## src/rtl/timer_compare.sv

```systemverilog
// ----------------------------------------------------------------------------
// timer_compare
//   Bus-mapped compare timer driven by the free-running tick count from the
//   hardware clock block. Raises a level interrupt when time_in reaches the
//   programmed compare value. Supports one-shot and periodic modes and stays
//   correct across the W-bit tick rollover.
//
//   Optional feature macro: TIMER_CAPTURE_EN
//     When defined, adds the capture_in port (2-flop synchronised) that
//     snapshots time_in into CAP on a rising edge and sets STATUS.cap_valid.
//     When undefined, CAP and STATUS.cap_valid read as 0.
//
// Ports
//   clk        in   1    system clock
//   rst        in   1    asynchronous, active-high reset
//   time_in    in   W    tick count (+1 per tick, wraps)
//   bus_wen    in   1    write strobe
//   bus_ren    in   1    read strobe
//   bus_addr   in   AW   word address
//   bus_wdata  in   W    write data
//   bus_rdata  out  W    read data, registered, valid the cycle after bus_ren
//   irq        out  1    level interrupt = STATUS.pending
//   capture_in in   1    async capture request (TIMER_CAPTURE_EN only)
//
// Register map (word index)
//   0 CMP rw | 1 PERIOD rw | 2 CTRL rw {b1 periodic, b0 en}
//   3 STATUS w1c {b2 cap_valid, b1 overrun, b0 pending}
//   4 NOW ro (time_in) | 5 CAP ro | 6,7 read 0
// ----------------------------------------------------------------------------
module timer_compare #(
    parameter int W  = 32,
    parameter int AW = 3
) (
    input  logic          clk,
    input  logic          rst,
    input  logic [W-1:0]  time_in,
    input  logic          bus_wen,
    input  logic          bus_ren,
    input  logic [AW-1:0] bus_addr,
    input  logic [W-1:0]  bus_wdata,
    output logic [W-1:0]  bus_rdata,
    output logic          irq
`ifdef TIMER_CAPTURE_EN
    ,
    input  logic          capture_in
`endif
);

    localparam logic [AW-1:0] A_CMP    = AW'(0);
    localparam logic [AW-1:0] A_PERIOD = AW'(1);
    localparam logic [AW-1:0] A_CTRL   = AW'(2);
    localparam logic [AW-1:0] A_STATUS = AW'(3);
    localparam logic [AW-1:0] A_NOW    = AW'(4);
    localparam logic [AW-1:0] A_CAP    = AW'(5);

    typedef enum logic [1:0] {
        IDLE  = 2'd0,
        ARMED = 2'd1,
        FIRED = 2'd2
    } state_t;

    state_t          state_q;
    logic [W-1:0]    cmp_q;
    logic [W-1:0]    period_q;
    logic [1:0]      ctrl_q;      // {periodic, en}
    logic            pending_q;
    logic            overrun_q;
    logic [W-1:0]    rdata_q;

    logic [W-1:0]    rdata_d;
    logic            wr_cmp;
    logic            wr_period;
    logic            wr_ctrl;
    logic            wr_status;
    logic signed [W-1:0] delta;
    logic            due;
    logic            cap_valid_w;
    logic [W-1:0]    cap_w;

    // ------------------------------------------------------------------
    // Optional capture path
    // ------------------------------------------------------------------
`ifdef TIMER_CAPTURE_EN
    logic         cap_s1_q;
    logic         cap_s2_q;
    logic         cap_s3_q;
    logic [W-1:0] cap_q;
    logic         cap_valid_q;
    logic         cap_rise;

    // s1/s2 synchronise; s3 holds the previous synced level for edge detect
    assign cap_rise    = cap_s2_q & ~cap_s3_q;
    assign cap_valid_w = cap_valid_q;
    assign cap_w       = cap_q;
`else
    assign cap_valid_w = 1'b0;
    assign cap_w       = '0;
`endif

    // ------------------------------------------------------------------
    // Decode and compare
    // ------------------------------------------------------------------
    assign wr_cmp    = bus_wen && (bus_addr == A_CMP);
    assign wr_period = bus_wen && (bus_addr == A_PERIOD);
    assign wr_ctrl   = bus_wen && (bus_addr == A_CTRL);
    assign wr_status = bus_wen && (bus_addr == A_STATUS);

    // Wrap-safe comparison: the modular difference, read as signed, is
    // non-negative once time_in has reached CMP (within half the range).
    assign delta = $signed(time_in - cmp_q);
    assign due   = (delta >= 0);

    always_comb begin
        rdata_d = '0;
        unique case (bus_addr)
            A_CMP:    rdata_d = cmp_q;
            A_PERIOD: rdata_d = period_q;
            A_CTRL:   rdata_d[1:0] = ctrl_q;
            A_STATUS: rdata_d[2:0] = {cap_valid_w, overrun_q, pending_q};
            A_NOW:    rdata_d = time_in;
            A_CAP:    rdata_d = cap_w;
            default:  rdata_d = '0;
        endcase
    end

    assign bus_rdata = rdata_q;
    assign irq       = pending_q;

    // ------------------------------------------------------------------
    // Registers and FSM
    // ------------------------------------------------------------------
    always_ff @(posedge clk or posedge rst) begin
        if (rst) begin
            state_q     <= IDLE;
            cmp_q       <= '0;
            period_q    <= '0;
            ctrl_q      <= '0;
            pending_q   <= 1'b0;
            overrun_q   <= 1'b0;
            rdata_q     <= '0;
`ifdef TIMER_CAPTURE_EN
            cap_s1_q    <= 1'b0;
            cap_s2_q    <= 1'b0;
            cap_s3_q    <= 1'b0;
            cap_q       <= '0;
            cap_valid_q <= 1'b0;
`endif
        end else begin
            if (bus_ren) begin
                rdata_q <= rdata_d;
            end

            if (wr_period) begin
                period_q <= bus_wdata;
            end
            if (wr_ctrl) begin
                ctrl_q <= bus_wdata[1:0];
            end
            if (wr_cmp) begin
                cmp_q <= bus_wdata;
            end

            // W1C clears come first so that a set later in this block
            // overrides a clear in the same cycle.
            if (wr_status) begin
                if (bus_wdata[0]) pending_q <= 1'b0;
                if (bus_wdata[1]) overrun_q <= 1'b0;
`ifdef TIMER_CAPTURE_EN
                if (bus_wdata[2]) cap_valid_q <= 1'b0;
`endif
            end

            unique case (state_q)
                IDLE: begin
                    if (wr_ctrl && bus_wdata[0]) begin
                        state_q <= ARMED;
                    end
                end
                ARMED: begin
                    // A CMP or CTRL write this cycle takes priority over
                    // firing; due is re-evaluated next cycle.
                    if (!wr_cmp && !wr_ctrl && due) begin
                        pending_q <= 1'b1;
                        if (pending_q) begin
                            overrun_q <= 1'b1;
                        end
                        if (ctrl_q[1] && (period_q != '0)) begin
                            cmp_q <= cmp_q + period_q;
                        end else begin
                            state_q <= FIRED;
                        end
                    end
                end
                FIRED: begin
                    if ((wr_cmp && ctrl_q[0]) || (wr_ctrl && bus_wdata[0])) begin
                        state_q <= ARMED;
                    end
                end
                default: state_q <= IDLE;
            endcase

            if (wr_ctrl && !bus_wdata[0]) begin
                state_q <= IDLE;
            end

`ifdef TIMER_CAPTURE_EN
            cap_s1_q <= capture_in;
            cap_s2_q <= cap_s1_q;
            cap_s3_q <= cap_s2_q;
            if (cap_rise) begin
                cap_q       <= time_in;
                cap_valid_q <= 1'b1;
            end
`endif
        end
    end

endmodule

```

## config.mk

```make
export PLATFORM = sky130hd
export DESIGN_NAME = timer_compare
export DESIGN_NICKNAME = d
export VERILOG_FILES = /design/src/rtl/timer_compare.sv
export SDC_FILE = /design/constraint.sdc
export NUM_CORES = 1
export LEC_CHECK = 0
export ABC_AREA = 1
export CAP_MARGIN = 0
export CORE_UTILIZATION = 39
export CTS_BUF_LIST = sky130_fd_sc_hd__clkbuf_16
export CTS_CLUSTER_SIZE = 30
export DETAILED_ROUTE_END_ITERATION = 12
export DONT_BUFFER_PORTS = 1
export GPL_TIMING_DRIVEN = 0
export PLACE_DENSITY = 0.61
export SYNTH_ARGS = -nofsm -noshare
export SYNTH_HDL_FRONTEND = slang
export SYNTH_SLANG_ARGS = --single-unit
```

## constraint.sdc

```tcl
create_clock -name clk -period 5.41 [get_ports clk]
set_input_delay 0.2705 -clock clk [delete_from_list [all_inputs] [get_ports clk]]
set_output_delay 0.2705 -clock clk [all_outputs]
set_load 0.1 [all_outputs]
```

==> results.py, run 1 <==
metrics = {
    "clock_tree": {
        "cts_made_buffers": 9,
        "cts-root-buf": "clkbuf_16",
        "clock_path_buffers": 2,
        "cts.clk_slew.worst_paths_ps": 80,
        "cts_setup_buffers": 0,
        "h-tree-depth": 3,
        "tritoncts": "done",
        "cts.sinks": 102,
        "clock_latency_ps": 360,
    },
    "floorplan": {
        "design.core.area_mm2": 0.02049,
        "die_w_um": 147.4,
        "start_util": 0.4021,
        "die-area_mm2": 0.02172,
        "die_height_um": 147.4,
        "io_pins": 104,
        "rows": 52,
    },
    "power": {
        "power_frac_seq": 0.337,
        "p_total_mw": 4.282,
        "clockPowerShare": 0.183,
        "p_comb_frac": 0.480,
        "power_density_mw_per_mm2": 477.3,
        "power_switching_mw": 2.123,
        "switching_share": 0.4958,
        "power.leakage_nw": 4.717,
        "p_int_mw": 2.159,
        "ir_drop_mv": 0.1973,
    },
    "finish": {
        "syn2layout_area_growth_pct": 8.866,
        "final_cell_mix": "453 x nand2_1, 167 x inv_1, 102 x dfrtp_1",
        "seq_area_mm2": 0.002552,
        "post-route-cell-area_mm2": 0.008972,
        "drive_above_1_share": 0.07166,
        "antennaDiodeCount": 0,
        "nFillCells": 2124,
        "nets": 1357,
        "multiInputGateArea_mm2": 0.004851,
        "final_common_cell": "nand2_1",
    },
    "routing": {
        "ant_nets": 0,
        "wirelength_um": 25550,
        "drc_errors": 0,
        "drt_first_pass_iters": 5,
        "vias_per_cell": 5.184,
        "detail_route.iter0.violations": 651,
        "wl_per_cell_um": 17.06,
        "vias": 7765,
    },
    "yosys": {
        "synth_cell_type_count": 46,
        "ys_seq_elements": 102,
        "syn_inst": 1210,
        "postSynthAreaPerCell_um2": 6.811,
        "synthArstFlopShare": 1.000,
        "ys_seq_area_frac": 0.3097,
        "synth_flop_cell": "dfrtp_1",
        "synth_edf_count": 0,
        "yosys_warnings": 0,
        "syn-num-nets": 1344,
        "netlist_area_mm2": 0.008242,
    },
    "worst_setup_path": {
        "r2r_start": "cmp_q[0]",
        "start_kind": "flip-flop",
        "worstPathMaxFanout": 4,
        "worstReg2RegEnd": "cmp_q[24]",
        "crit_end": "cmp_q[24]",
        "cp-startpoint": "cmp_q[0]",
        "crit_required_ps": 5670,
        "rrSetupSlack_ps": 2870,
        "worstPathArrival_ps": 2800,
        "critPathKind": "flip-flop to flip-flop",
        "critPathCaptureType": "flip-flop",
        "reg2regPathDepth": 16,
    },
    "timing": {
        "fmax_ghz": 0.3943,
        "rsz0062_at_grt": "false",
        "period_needed_ps": 2536,
        "hold_viol_final": 0,
        "setup_tns_ps": 0,
        "setup_ws_ps": 2874,
        "maxSlewViolCount": 0,
        "setup_viol": 0,
        "finClkSkew_ps": 12.78,
        "fin_crit_sh": 0.4688,
        "slew_headroom": 0.3555,
        "worst_slew_pin_slew_ps": 966.8,
        "whs_ps": 28.69,
    },
    "global_route": {
        "grt_antenna_before_repair": 0,
        "track_usage": 0.2446,
        "grt_pass1_vias": 7388,
        "overflow": 0,
        "grt_pass1_wl_um": 40900,
        "grt_max_degree": 59,
    },
    "placed_design": {
        "dp_hpwl_um": 21080,
        "placedInstanceArea_mm2": 0.008610,
        "dp_slack_ps": 2898,
        "portBuffers": 0,
        "place_congestion": 0.9385,
    },
    "min_path": {
        "hold_class": "primary input to flip-flop",
    },
    "job": {
        "max_cap_violations": 0,
    },
    "outcome": {
        "status": "finished clean",
    },
}
[worst min-delay path by stage]
stage / end / cells after the start / slack [ps] / from
final: ctrl_q[1] / 2 / 30 / bus_wdata[1]
after global placement: ctrl_q[1] / 2 / 400 / bus_wdata[1]
after detailed placement: bus_rdata[4] / 1 / 330 / rst
after CTS: ctrl_q[1] / 2 / 30 / bus_wdata[1]
after floorplan: ctrl_q[1] / 2 / 390 / bus_wdata[1]
after global routing: ctrl_q[1] / 2 / 60 / bus_wdata[1]
[final cells by class]
class | instances | area share
buffer | 34 | 0.02064
tap | 270 | 0.03765
sequential | 102 | 0.2845
timing repair buffer | 2 | 0.004184
multi-input combinational | 900 | 0.5406
clock inverter | 7 | 0.01422
clock buffer | 9 | 0.02510
inverter | 174 | 0.07307
[synthesized netlist by cell type (all sizes together), types with 5 or more instances]
cell    instances  area [um2]
inv           173       649.4
nor3           14       91.34
o21bai          5       37.54
xor2           17       148.9
o211ai         24       180.2
nand3          41       235.2
a21oi          37       188.9
mux2           32       360.3
clkbuf         21       78.83
nand2         457        1725
nor2           83       336.6
nand4          13       81.33
ha             62       775.7
o21ai          85       440.4
dfrtp         102        2552
buf            13       106.3
o221ai          9       78.83
[layer usage]
layer	vias up	global-route usage	share of wire
met4	0	0.07423	0.022
met5	-	0	0
met3	28	0.03580	0.058
met1	3612	0.3606	0.49
li1	3886	-	-
met2	239	0.3670	0.43
[power groups by stage]
stage	combinational (mW)	sequential [mW]	clock, mW
floorplan	1.57	1.35	0
global placement	2.01	1.45	0
detailed placement	2.03	1.45	0
CTS	2.04	1.43	0.789
global route	2.36	1.46	0.818
finish	2.06	1.44	0.784
[kinds of logic (layout without fill, tap and decap cells)]
group           Yosys count  in the layout  share of synthesized area
mux                      32             32                    0.04372
compound gates          169            169                     0.1207
buf+inv                 208            226                     0.1017
simple gates            616            616                     0.3064
flops                   102            102                     0.3097
xor+xnor                 20             20                    0.02125
fa+ha+maj                63             63                    0.09655
[per-stage QoR]
stage,utilization,cells
2_1_floorplan,-,1210
3_3_place_gp,0.4186,1480
3_5_place_dp,0.4201,1481
4_1_cts,0.4378,1498
5_1_grt,0.4378,1498
6_report,0.4378,1498
[flip-flops by register name, indices dropped and copies added (netlist names)]
register,flops
overrun_q,1
period_q,32
ctrl_q,2
bus_rdata,32
cmp_q,32
state_q,2
irq,1
[critical path, stage by stage, from the launching register on]
cell and delay, ps:
dfrtp_1 440, ha_1 320, inv_1 90, fa_1 440, nor2_1 110, or2_2 170
nand2_1 60, nand2_1 120, nand2_1 100, nand2_1 90, nand2_1 60, nor2_1 120
nor2_1 60, nand2_1 60, nand2_1 70, nand2_1 80, nand2_1 40
[timing repair]
action / 4_1_cts / 5_1_grt
gates resized for setup: 0 / 0
hold endpoints to repair: 57 / 0
hold buffers: 1 / 0
(Power assumes the default switching activity.)
==> run 2, diff against run 1 <==
Clock period 5.41 ns to 2.5 ns, I/O delays scaled along.
==> run 2 against run 1 <==
Effect of this change:
- count of clock-buffer cells in the layout unchanged
- clock skew up 1.8 ps
- sequential share of layout area down 1.2 points
- highest routed layer unchanged
- first-iteration DRC count up 4.0%
- global-route usage up 0.36 points
- via count up 3.6%
- sequential power up 120%
- die area unchanged
- power up 120%
- hold slack worse by 15 ps
==> results.py, run 2 (synthesis results as in run 1) <==
metrics = {
    "clock_tree": {
        "cts-root-buf": "clkbuf_16",
        "h-tree-depth": 3,
        "cts.sinks": 102,
        "clock_latency_ps": 360,
        "tritoncts": "done",
        "cts_made_buffers": 9,
        "clock_path_buffers": 2,
        "cts.clk_slew.worst_paths_ps": 70,
    },
    "power": {
        "power.leakage_nw": 4.872,
        "p_comb_frac": 0.508,
        "p_total_mw": 9.455,
        "power_switching_mw": 4.695,
        "switching_share": 0.4965,
        "power_frac_seq": 0.329,
        "power_density_mw_per_mm2": 1006,
        "p_int_mw": 4.761,
        "ir_drop_mv": 0.3395,
        "clockPowerShare": 0.162,
    },
    "placed_design": {
        "place_congestion": 0.9245,
        "portBuffers": 0,
        "placedInstanceArea_mm2": 0.008643,
        "dp_hpwl_um": 21290,
    },
    "worst_setup_path": {
        "critPathCaptureType": "flip-flop",
        "critPathKind": "flip-flop to flip-flop",
        "r2r_start": "cmp_q[22]",
        "reg2regPathDepth": 14,
        "rrSetupSlack_ps": 120,
        "timing.critical_path.mode_cell": "nand2_1",
        "slowest_delay_ps": 400,
        "worstPathArrival_ps": 2620,
        "worstReg2RegEnd": "cmp_q[14]",
        "cp_cell_sequence": "inv_1 > ha_1 > nand2_1 > nor2_2 > nand4_1 > and2b_1 > nand2_2 > nand3_2 > nand2_2 > nor2_4 > nand3_4 > clkbuf_16 > nand2_1 > nand2_1",
        "start_kind": "flip-flop",
        "slowest_stage": "dfrtp_1",
        "worstPathMaxFanout": 6,
        "crit_required_ps": 2740,
    },
    "timing": {
        "worst_slew_pin_slew_ps": 987.4,
        "fin_crit_sh": 0.9521,
        "hold_viol_final": 0,
        "whs_ps": 13.80,
        "setup_tns_ps": 0,
        "setup_viol": 0,
        "finClkSkew_ps": 14.57,
        "maxSlewViolCount": 0,
        "slew_headroom": 0.3418,
        "period_needed_ps": 2380,
        "fmax_ghz": 0.4201,
    },
    "min_path": {
        "min_to": "period_q[9]",
        "whs_path_depth": 2,
        "hold_class": "primary input to flip-flop",
        "worstHoldStart": "bus_wdata[9]",
    },
    "routing": {
        "vias": 8046,
        "detail_route.iter0.violations": 677,
        "drt_first_pass_iters": 5,
        "drc_errors": 0,
        "wl_per_cell_um": 17.25,
        "ant_nets": 0,
        "vias_per_cell": 5.242,
        "wirelength_um": 26470,
    },
    "floorplan": {
        "rows": 52,
        "start_util": 0.4021,
        "die-area_mm2": 0.02172,
        "design.core.area_mm2": 0.02049,
        "die_height_um": 147.4,
        "die_w_um": 147.4,
        "io_pins": 104,
    },
    "finish": {
        "drive_above_1_share": 0.1020,
        "antennaDiodeCount": 0,
        "post-route-cell-area_mm2": 0.009395,
        "final_common_cell": "nand2_1",
        "fin_util": 0.4584,
        "nets": 1395,
        "nFillCells": 2062,
        "syn2layout_area_growth_pct": 14.00,
        "final_cell_mix": "447 x nand2_1, 163 x inv_1, 97 x dfrtp_1",
    },
    "global_route": {
        "grt_pass1_wl_um": 41840,
        "grt_max_degree": 30,
        "track_usage": 0.2482,
        "grt_pass1_vias": 7689,
        "overflow": 0,
        "grt_antenna_before_repair": 0,
    },
    "outcome": {
        "status": "finished clean",
    },
    "job": {
        "max_cap_violations": 0,
    },
}
run 2: power by group through the flow:
stage                     clock network, mW  registers [mW]  logic (mW)
after CTS                              1.55            3.11        4.48
after detailed placement                  0            3.14        4.42
after floorplan                           0            2.92        3.41
after global routing                   1.61            3.15        5.45
final                                  1.54            3.12        4.80
after global placement                    0            3.13        4.35
run 2: worst max-delay path, delay by kind of cell, from the launching register on:
kind                       cells  cell delay, ps
buffers and inverters          2             310
DFF                            1             400
and+or+nand+nor               11            1220
adders and majority gates      1             310
run 2: stage by stage:
stage | setup slack [ps] | std cells
2_1_floorplan | 462.7 | 1210
3_3_place_gp | 0.7303 | 1480
3_5_place_dp | -7.339 | 1483
4_1_cts | 31.73 | 1523
5_1_grt | -4.880 | 1535
6_report | 119.7 | 1535
run 2: worst max path at each step:
| stage | startpoint | slack (ps) | end | depth (start not counted) |
|---|---|---|---|---|
| after CTS | cmp_q[0] | 30 | cmp_q[24] | 16 |
| after global placement | cmp_q[0] | 0.7 | cmp_q[24] | 16 |
| after detailed placement | cmp_q[0] | -7 | cmp_q[24] | 16 |
| after floorplan | cmp_q[0] | 460 | cmp_q[24] | 16 |
| final | cmp_q[22] | 120 | cmp_q[14] | 14 |
| after global routing | cmp_q[14] | -5 | cmp_q[10] | 16 |
run 2: area by class of cell:
type,instances,area (um2),share of cell area
sequential,102,2559,0.2723
clock buffer,9,225.2,0.02397
buffer,33,177.7,0.01891
clock inverter,6,86.33,0.009189
timing repair buffer,41,420.4,0.04475
tap,270,337.8,0.03596
inverter,174,656.9,0.06992
multi-input combinational,900,4932,0.5250
run 2: repair_timing:
| action | in CTS | in global routing |
|---|---|---|
| setup endpoints to repair | 5 | 25 |
| hold buffers | 23 | 0 |
| pin swaps | 1 | 6 |
| gates resized for setup | 1 | 28 |
| cloned | 0 | 1 |
| buffers inserted | 2 | 12 |
| hold endpoints to repair | 47 | 0 |
run 2: routing by layer:
layer	vias up	track usage	part of all wire
li1	3963	-	-
met1	3783	0.3549	0.47
met2	266	0.3877	0.45
met3	34	0.03302	0.059
met4	0	0.07577	0.023
met5	-	0	0
==> run 3, diff against run 2 <==
Settings changed: CORE_MARGIN set to 3, RECOVER_POWER set to 25.
==> run 3 against run 2 <==
Effect of this change:
- die area up 5.5%
- routed wire length up 2.4%
- register-to-register slack worse by 80 ps
- sequential share of layout area down 0.65 points
- global-route usage down 1.7 points
- count of clock-buffer cells in the layout unchanged
- final cell count up 0.20%
- critical path type unchanged
==> results.py, run 3 (synthesis results as in run 1) <==
metrics = {
    "global_route": {
        "grt_pass1_vias": 7576,
        "grt_pass1_wl_um": 41220,
        "track_usage": 0.2317,
        "use_met3": 0.02065,
        "use_met1": 0.3341,
        "overflow": 0,
        "grt_antenna_before_repair": 0,
        "grtUsageMet2": 0.3645,
        "busiest_layer": "met2",
        "grt_max_degree": 41,
    },
    "clock_tree": {
        "tritoncts": "done",
        "clock_path_buffers": 2,
        "clock_latency_ps": 370,
        "cts.clk_slew.worst_paths_ps": 80,
        "cts_made_buffers": 9,
        "cts-root-buf": "clkbuf_16",
        "cts.sinks": 102,
        "h-tree-depth": 3,
    },
    "timing": {
        "setup_viol": 0,
        "setup_ws_ps": 35.11,
        "rsz0062_at_grt": "true",
        "slew_headroom": 0.04039,
        "finClkSkew_ps": 13.24,
        "setup_tns_ps": 0,
        "fin_crit_sh": 0.9860,
        "maxSlewViolCount": 0,
        "period_needed_ps": 2465,
        "fmax_ghz": 0.4057,
        "worst_slew_pin_slew_ps": 1432,
        "hold_viol_final": 0,
    },
    "job": {
        "max_cap_violations": 0,
    },
    "floorplan": {
        "start_util": 0.4021,
        "design.core.area_mm2": 0.02049,
        "die-area_mm2": 0.02291,
        "die_w_um": 151.4,
        "io_pins": 104,
        "die_height_um": 151.4,
        "rows": 52,
    },
    "worst_setup_path": {
        "worstPathArrival_ps": 2720,
        "critPathCaptureType": "flip-flop",
        "critPathKind": "flip-flop to flip-flop",
        "start_kind": "flip-flop",
        "crit_required_ps": 2750,
        "worstPathMaxFanout": 7,
    },
    "routing": {
        "wirelength_um": 27100,
        "vias_per_cell": 5.292,
        "vias": 8139,
        "ant_nets": 0,
        "wl_per_cell_um": 17.62,
        "drt_first_pass_iters": 5,
        "detail_route.iter0.violations": 595,
        "drc_errors": 0,
    },
    "finish": {
        "layout.cells.non_filler": 1538,
        "syn2layout_area_growth_pct": 16.78,
        "final_cell_mix": "428 x nand2_1, 160 x inv_1, 97 x dfrtp_1",
        "nFillCells": 2086,
        "drive_above_1_share": 0.1246,
        "final_common_cell": "nand2_1",
        "antennaDiodeCount": 0,
        "nets": 1397,
        "fin_util": 0.4696,
    },
    "min_path": {
        "hold_class": "primary input to flip-flop",
    },
    "placed_design": {
        "dp_slack_ps": 3.627,
        "dp_hpwl_um": 21350,
        "place_congestion": 0.8967,
        "portBuffers": 0,
        "dp_cells": 1482,
    },
    "power": {
        "power_frac_seq": 0.319,
        "power_switching_mw": 4.851,
        "p_int_mw": 4.995,
        "power_density_mw_per_mm2": 1023,
        "clockPowerShare": 0.172,
        "ir_drop_mv": 0.4072,
        "power.leakage_nw": 4.930,
        "p_comb_frac": 0.508,
        "switching_share": 0.4927,
    },
    "outcome": {
        "status": "finished clean",
    },
}
## run 3: changes by cell type in the layout (fill, tap and decap cells not counted), sizes merged
cell and change:
clkinv -2, dlygate4sd3 +1, bufinv +1, buf -1, inv +2, clkbuf +2
## run 3: final timing paths
check | start | to | slack, ps | cells past startpoint
max | cmp_q[27] | cmp_q[30] | 40 | 13
min | bus_wdata[10] | period_q[10] | 3 | 2
min reg2reg | overrun_q | overrun_q | 530 | 2
max reg2reg | cmp_q[27] | cmp_q[30] | 40 | 13
max in group asynchronous | rst | cmp_q[13] | 430 | 3
min in group asynchronous | rst | state_q[1] | 530 | 2
## run 3: worst max-delay path: stages, from the launching register on
cell and delay (ps):
dfrtp_1 450, inv_2 80, ha_4 270, nand4_1 120, nor3_4 290, and2b_1 210, nand2_2 90, nand3_4 110
nand2_4 60, nor2_4 130, nand3_4 190, clkbuf_16 250, nand2_4 50, nand2_2 40
## run 3: stage by stage
stage	hold slack (ps)	area, um2	power (mW)
2_1_floorplan	246.0	8245	6.332
3_3_place_gp	253.7	8583	7.462
3_5_place_dp	135.5	8623	7.546
4_1_cts	7.718	9231	9.297
5_1_grt	19.86	9624	10.62
6_report	3.393	9624	9.845
## run 3: power by group through the flow
stage	clock network, mW	registers [mW]	logic, mW
2_1_floorplan	0	2.92	3.41
3_3_place_gp	0	3.14	4.32
3_5_place_dp	0	3.14	4.40
4_1_cts	1.71	3.11	4.48
5_1_grt	1.78	3.18	5.66
6_report	1.70	3.14	5.01
## run 3: final cells by class
| class | instances | area (um2) | share of cell area |
|---|---|---|---|
| plain buffers | 33 | 181.4 | 0.01885 |
| multi-input cells | 900 | 5107 | 0.5307 |
| well taps | 270 | 337.8 | 0.03510 |
| clock buffers | 9 | 225.2 | 0.02340 |
| clock inverters | 7 | 127.6 | 0.01326 |
| repair buffers | 43 | 431.7 | 0.04485 |
| inverters | 174 | 654.4 | 0.06799 |
| flip-flops and latches | 102 | 2559 | 0.2659 |
## run 3: what timing repair did
item                                    in CTS  in global routing
hold buffers                                24                  0
cloned                                       0                  2
resized for setup                            0                 68
endpoints found under the setup margin      20                 29
endpoints found under the hold margin       54                  0
buffers inserted                             2                 13
pin swaps                                    1                 22
## run 3: per-layer routing
metal  wire (um)  share of wire  vias up
met5           0              0        -
met4         575          0.021        0
met3        1527          0.056       38
met2       12490           0.46      283
met1       12500           0.46     3848
li1            -              -     3970
